<file path="src/rtl/rgb_pkg.sv">
// Shared LED definitions for the rainbow designs: active-low colour codes,
// LED bit positions and the default PWM resolution.
package rgb_pkg;

   localparam int PWM_BITS_DEF = 8;

   // Bit positions inside the active-low led[2:0] bus
   localparam int LED_R = 2;
   localparam int LED_B = 1;
   localparam int LED_G = 0;

   // Active-low colour encodings: a 0 bit lights that channel
   typedef enum logic [2:0] {
      WHITE   = 3'b000,
      MAGENTA = 3'b001,
      YELLOW  = 3'b010,
      RED     = 3'b011,
      CYAN    = 3'b100,
      BLUE    = 3'b101,
      GREEN   = 3'b110,
      OFF     = 3'b111
   } led_colour_t;

   // Maps per-channel on flags onto the active-low LED bus
   function automatic logic [2:0] led_drive(input logic r_on,
                                            input logic g_on,
                                            input logic b_on);
      logic [2:0] v;
      v        = 3'b111;
      v[LED_R] = ~r_on;
      v[LED_G] = ~g_on;
      v[LED_B] = ~b_on;
      return v;
   endfunction

endpackage

</file>
<file path="src/rtl/pwm_timebase.sv">
// PWM timebase: clock prescaler feeding a frame step counter. Produces the
// step count within the frame, the last-step boundary strobe and a pulse in
// the first clock of every frame.
module pwm_timebase
   import rgb_pkg::*;
#(
   parameter int PWM_BITS = PWM_BITS_DEF,
   parameter int PRESCALE = 4
) (
   input  logic                clk,
   input  logic                rst_n,
   output logic [PWM_BITS-1:0] pwm_cnt,
   output logic                boundary,
   output logic                frame_start
);

   // A single-tick prescaler still needs a 1-bit register to stay legal
   localparam int PRE_W = (PRESCALE > 1) ? $clog2(PRESCALE) : 1;
   localparam int CNT_W = $clog2(1 << PWM_BITS);

   localparam logic [PRE_W-1:0] PRE_LAST = PRE_W'(PRESCALE - 1);
   localparam logic [CNT_W-1:0] CNT_LAST = CNT_W'((1 << PWM_BITS) - 2);

   logic [PRE_W-1:0] pre_cnt;
   logic [CNT_W-1:0] step_cnt;
   logic             step;

   // Step strobe, frame-end boundary and frame-start pulse
   always_comb begin
      step        = (pre_cnt == PRE_LAST);
      boundary    = step && (step_cnt == CNT_LAST);
      frame_start = (step_cnt == '0) && (pre_cnt == '0);
   end

   // Prescaler: counts clk ticks within one PWM step
   always_ff @(posedge clk or negedge rst_n) begin
      if (!rst_n)
         pre_cnt <= '0;
      else if (step)
         pre_cnt <= '0;
      else
         pre_cnt <= pre_cnt + PRE_W'(1);
   end

   // Frame counter: 0 .. 2^PWM_BITS-2, so a full-scale duty is never crossed
   always_ff @(posedge clk or negedge rst_n) begin
      if (!rst_n)
         step_cnt <= '0;
      else if (boundary)
         step_cnt <= '0;
      else if (step)
         step_cnt <= step_cnt + CNT_W'(1);
   end

   assign pwm_cnt = PWM_BITS'(step_cnt);

endmodule

</file>
<file path="src/rtl/rgb_pwm_driver.sv">
// Tri-colour LED PWM driver. A colour word is accepted into a pending buffer
// over valid/ready and copied to the active buffer only at a frame boundary,
// so every frame is rendered with one consistent set of duties.
module rgb_pwm_driver
   import rgb_pkg::*;
#(
   parameter int PWM_BITS = PWM_BITS_DEF,
   parameter int PRESCALE = 4
) (
   input  logic                clk,
   input  logic                rst_n,
   input  logic                in_valid,
   output logic                in_ready,
   input  logic [PWM_BITS-1:0] in_r,
   input  logic [PWM_BITS-1:0] in_g,
   input  logic [PWM_BITS-1:0] in_b,
   output logic                frame_start,
   output logic [2:0]          led
);

   logic [PWM_BITS-1:0] pwm_cnt;
   logic                boundary;

   logic [PWM_BITS-1:0] pend_r, pend_g, pend_b;
   logic                pend_full;
   logic [PWM_BITS-1:0] act_r, act_g, act_b;

   logic accept;
   logic apply;
   logic r_on, g_on, b_on;

   pwm_timebase #(
      .PWM_BITS (PWM_BITS),
      .PRESCALE (PRESCALE)
   ) u_timebase (
      .clk         (clk),
      .rst_n       (rst_n),
      .pwm_cnt     (pwm_cnt),
      .boundary    (boundary),
      .frame_start (frame_start)
   );

   // Handshake and buffer transfer strobes; accept and apply never coincide
   // because accept needs an empty pending buffer and apply needs a full one
   always_comb begin
      in_ready = ~pend_full;
      accept   = in_valid && ~pend_full;
      apply    = boundary && pend_full;
   end

   // Pending colour data: captured on accept, no reset needed for data
   always_ff @(posedge clk) begin
      if (accept) begin
         pend_r <= in_r;
         pend_g <= in_g;
         pend_b <= in_b;
      end
   end

   // Pending flag: set on accept, cleared when the word moves to active
   always_ff @(posedge clk or negedge rst_n) begin
      if (!rst_n)
         pend_full <= 1'b0;
      else if (accept)
         pend_full <= 1'b1;
      else if (apply)
         pend_full <= 1'b0;
   end

   // Active colour: only changes at a frame boundary with a word waiting
   always_ff @(posedge clk or negedge rst_n) begin
      if (!rst_n) begin
         act_r <= '0;
         act_g <= '0;
         act_b <= '0;
      end else if (apply) begin
         act_r <= pend_r;
         act_g <= pend_g;
         act_b <= pend_b;
      end
   end

   // Per-channel comparators against the frame step count
   always_comb begin
      r_on = (pwm_cnt < act_r);
      g_on = (pwm_cnt < act_g);
      b_on = (pwm_cnt < act_b);
   end

   // Registered LED drive; reset forces all channels dark immediately
   always_ff @(posedge clk or negedge rst_n) begin
      if (!rst_n)
         led <= OFF;
      else
         led <= led_drive(r_on, g_on, b_on);
   end

endmodule

</file>
<file path="config.mk">
export PLATFORM = sky130hd
export DESIGN_NAME = rgb_pwm_driver
export DESIGN_NICKNAME = d
export VERILOG_FILES = /design/src/rtl/rgb_pkg.sv /design/src/rtl/pwm_timebase.sv /design/src/rtl/rgb_pwm_driver.sv
export SDC_FILE = /design/constraint.sdc
export NUM_CORES = 1
export LEC_CHECK = 0
export ABC_AREA = 1
export CORE_UTILIZATION = 43
export DETAILED_ROUTE_END_ITERATION = 12
export PLACE_DENSITY_LB_ADDON = 0.25
export SLEW_MARGIN = 5
export SYNTH_ARGS = -nofsm -noshare
export SYNTH_HDL_FRONTEND = slang
export SYNTH_HIERARCHICAL = 1
export SYNTH_SLANG_ARGS = --single-unit
</file>
<file path="constraint.sdc">
create_clock -name clk -period 2.9 [get_ports clk]
set_input_delay 0.87 -clock clk [delete_from_list [all_inputs] [get_ports clk]]
set_output_delay 0.87 -clock clk [all_outputs]
set_load 0.05 [all_outputs]
</file>
==> results of run 1 <==
-- flip-flops by register name, indices dropped and copies added, names as in the netlist --
register and flops:
act_b 8, act_r 8, u_timebase/pre_cnt 2, pend_g 8
led 3, u_timebase/pwm_cnt 8, pend_b 8, pend_full 1
pend_r 8, act_g 8
-- area by class of cell --
cell class / instances / area, um^2
well taps: 80 / 100
repair buffers: 32 / 310
clock buffers: 12 / 155
multi-input cells: 169 / 1090
inverters: 45 / 181
fillers: 618 / 3180
flip-flops and latches: 62 / 1680
clock inverters: 4 / 70.1
-- where the power goes --
part           total (mW)  internal [mW]  switching (mW)
clock network       0.854          0.528           0.325
logic              0.0435         0.0294          0.0141
registers           0.911          0.911               0
total                1.81           1.47           0.339
-- synthesized netlist by cell type (all sizes together) --
master	instances	share of area
nor4	1	0.0021
o21ai	21	0.061
inv	44	0.055
clkinv	1	0.0054
dfstp	3	0.026
xor2	1	0.0029
buf	4	0.021
a21oi	12	0.021
o21a	3	0.0075
nand2	81	0.11
edfxtp	24	0.24
nand4	3	0.0083
nand3	4	0.0067
nor2	17	0.028
ha	26	0.11
dfrtp	35	0.29
-- through the flow --
stage | cell area, um^2 | std cells | setup WS, ps | hold slack (ps) | power, mW
floorplan | 3000 | 280 | 410 | 431 | 0.930
global placement | 3350 | 388 | 732 | 435 | 0.973
CTS | 3580 | 404 | 335 | 456 | 1.83
finish | 3580 | 404 | 364 | 454 | 1.81
detailed placement | 3350 | 388 | 714 | 437 | 0.974
global route | 3580 | 404 | 305 | 474 | 1.88
-- metal layers --
metal  vias to the layer above  GRT usage
met5                         -          0
met4                         0     0.0909
met3                         8     0.0375
met2                        34      0.237
met1                       867      0.193
li1                        979          -
-- worst reg2reg max path: stages (launching register included) --
cell and delay (ps):
sky130_fd_sc_hd__dfrtp_1 380, sky130_fd_sc_hd__ha_1 330, sky130_fd_sc_hd__nand2_1 90, sky130_fd_sc_hd__inv_1 80, sky130_fd_sc_hd__nand4_2 230, sky130_fd_sc_hd__inv_2 170
sky130_fd_sc_hd__nand2_4 90, sky130_fd_sc_hd__clkinv_8 210, sky130_fd_sc_hd__nand2_1 150, sky130_fd_sc_hd__o21ai_2 70
-- path summary, 6_finish.rpt --
path,startpoint,end,slack [ps],cells after the start
max in group asynchronous,rst_n,act_b[0],1730,1
min in group asynchronous,rst_n,act_b[6],630,1
min reg2reg,pend_r[0],act_r[0],450,2
max,pend_full,in_ready,360,2
min,pend_r[0],act_r[0],450,2
max reg2reg,u_timebase/pre_cnt[0],act_g[1],1020,9
-- cells by family after synthesis --
group,count (synthesis),synth area share
buffers and inverters,49,0.0814
xor gates and xnor gates,1,0.00292
DFF,62,0.559
adders and majority gates,26,0.109
AOI/OAI and AO/OA,36,0.0902
and+or+nand+nor,106,0.158
==> flow_summary.toml, run 1 <==
[place]
port_buffers = 31
place_congestion = 0.796
dp.final_hpwl_um = 3320

[sta]
final_period_minus_worst_setup_slack_ps = 2540
worst_clock_skew_ps = 8.88
finalCritPeriodShare = 0.875
worstMarginPinSlew_ps = 841
slew_viol_final = 0
hold_viol = 0
setup_viol = 0
setup_repair_after_global_routing_missed_its_margin = "false"
max_freq_mhz = 394
setup_total_negative_slack_ps = 0
relSlewSlack = 0.439

[route]
drtIter0Drc = 49
avgViaCountPerCell = 4.67
met1Wirelength_um = 2230
routed_wirelength_um = 4700
detailroute.via_count = 1888
top_layer = "met4"
antenna_violating_nets_post_route = 0
dr.pass1.iters = 4
drcViolationCount = 0
detailroute.wirelength.met2_um = 2240
met3_wirelength_um = 147
detailed_route_wire_length_per_cell_um = 11.6

[global_routing]
global_route.overflow_total = 0
largest_net_degree_at_the_start_of_global_routing = 47
grt_pass1_vias = 1876
grtUsageTotal = 0.152
number_of_antenna_violations_at_the_first_check_in_global_routing = 0
grt_first_pass_wirelength_um = 8370

[critical_path]
timing.critical_path.fanout_max = 3
timing.critical_path.from_type = "flop"
cp_cell_sequence = "inv_1, clkdlybuf4s50_1"
worstPathRequired_ps = 2030
type_of_the_setup_path_with_the_least_slack = "reg -> out"
cp.buffers_inverters = 2
family_of_cells_with_the_greatest_summed_delay_on_the_critical_path = "buffers and inverters"
worst_endpoint_data_arrival_time_ps = 1670
endpoint_kind = "primary output"
slowest_stage = "sky130_fd_sc_hd__clkdlybuf4s50_1"
worst_path_largest_cell_delay_ps = 800

[yosys]
synth.distinct_cells = 24
mapped_area_um2 = 3000
ys_seq_elements = 62
post_synth.cell_area_avg_um2 = 10.7
mappedNetlistNets = 333
synth-seq-area-share = 0.559
synthesis.instances = 280
yosys_warnings = 6

[pwr]
peakVddDrop_uv = 233
leakagePower_nw = 1.64
power.density_nw_per_um2 = 505

[clocking]
cts_resized = 0
max-clock-path-buffers = 2
cts_post_setup_buffers_inserted = 0
clk_pin_slew_worst_paths_ps = 60
clkSinkCount = 62
numCtsBuffers = 9
cts.root.buffer_cell = "sky130_fd_sc_hd__clkbuf_8"
cts_hold_repair.buffers = 0
tritoncts = "built"
cts.htree.levels = 3
clk-insertion-delay-late_ps = 340

[finish]
nNetsFinal = 372
drive_above_1_share = 0.201
utilization = 0.530
antenna-diode-count = 0
mostFrequentLayoutCells = "sky130_fd_sc_hd__nand2_1, sky130_fd_sc_hd__inv_1, sky130_fd_sc_hd__dfrtp_1, sky130_fd_sc_hd__clkdlybuf4s50_1, sky130_fd_sc_hd__ha_1"
synthToLayoutAreaGrowth_pct = 19.4
mostFrequentLayoutCell = "sky130_fd_sc_hd__nand2_1"

[floorplan]
starting_density_of_the_core = 0.444
io_pins = 32
fp.dieArea_um2 = 7310
floorplan.rows = 30
design.core.area_um2 = 6760
dieHeight_um = 85.5
horizontal_extent_of_the_die_um = 85.5

[hold_path]
worst_hold_path_type = "reg -> reg"

[job]
drv.max_cap_violation_count = 0

[run_status]
outcome = "completed"
No activity file was read; power rests on OpenSTA's default activity.
==> run 2: changes to the inputs <==
SLEW_MARGIN = 10   (was 5)
==> results of run 2 <==
Final layout, timing and power as in run 1 (identical DEF).
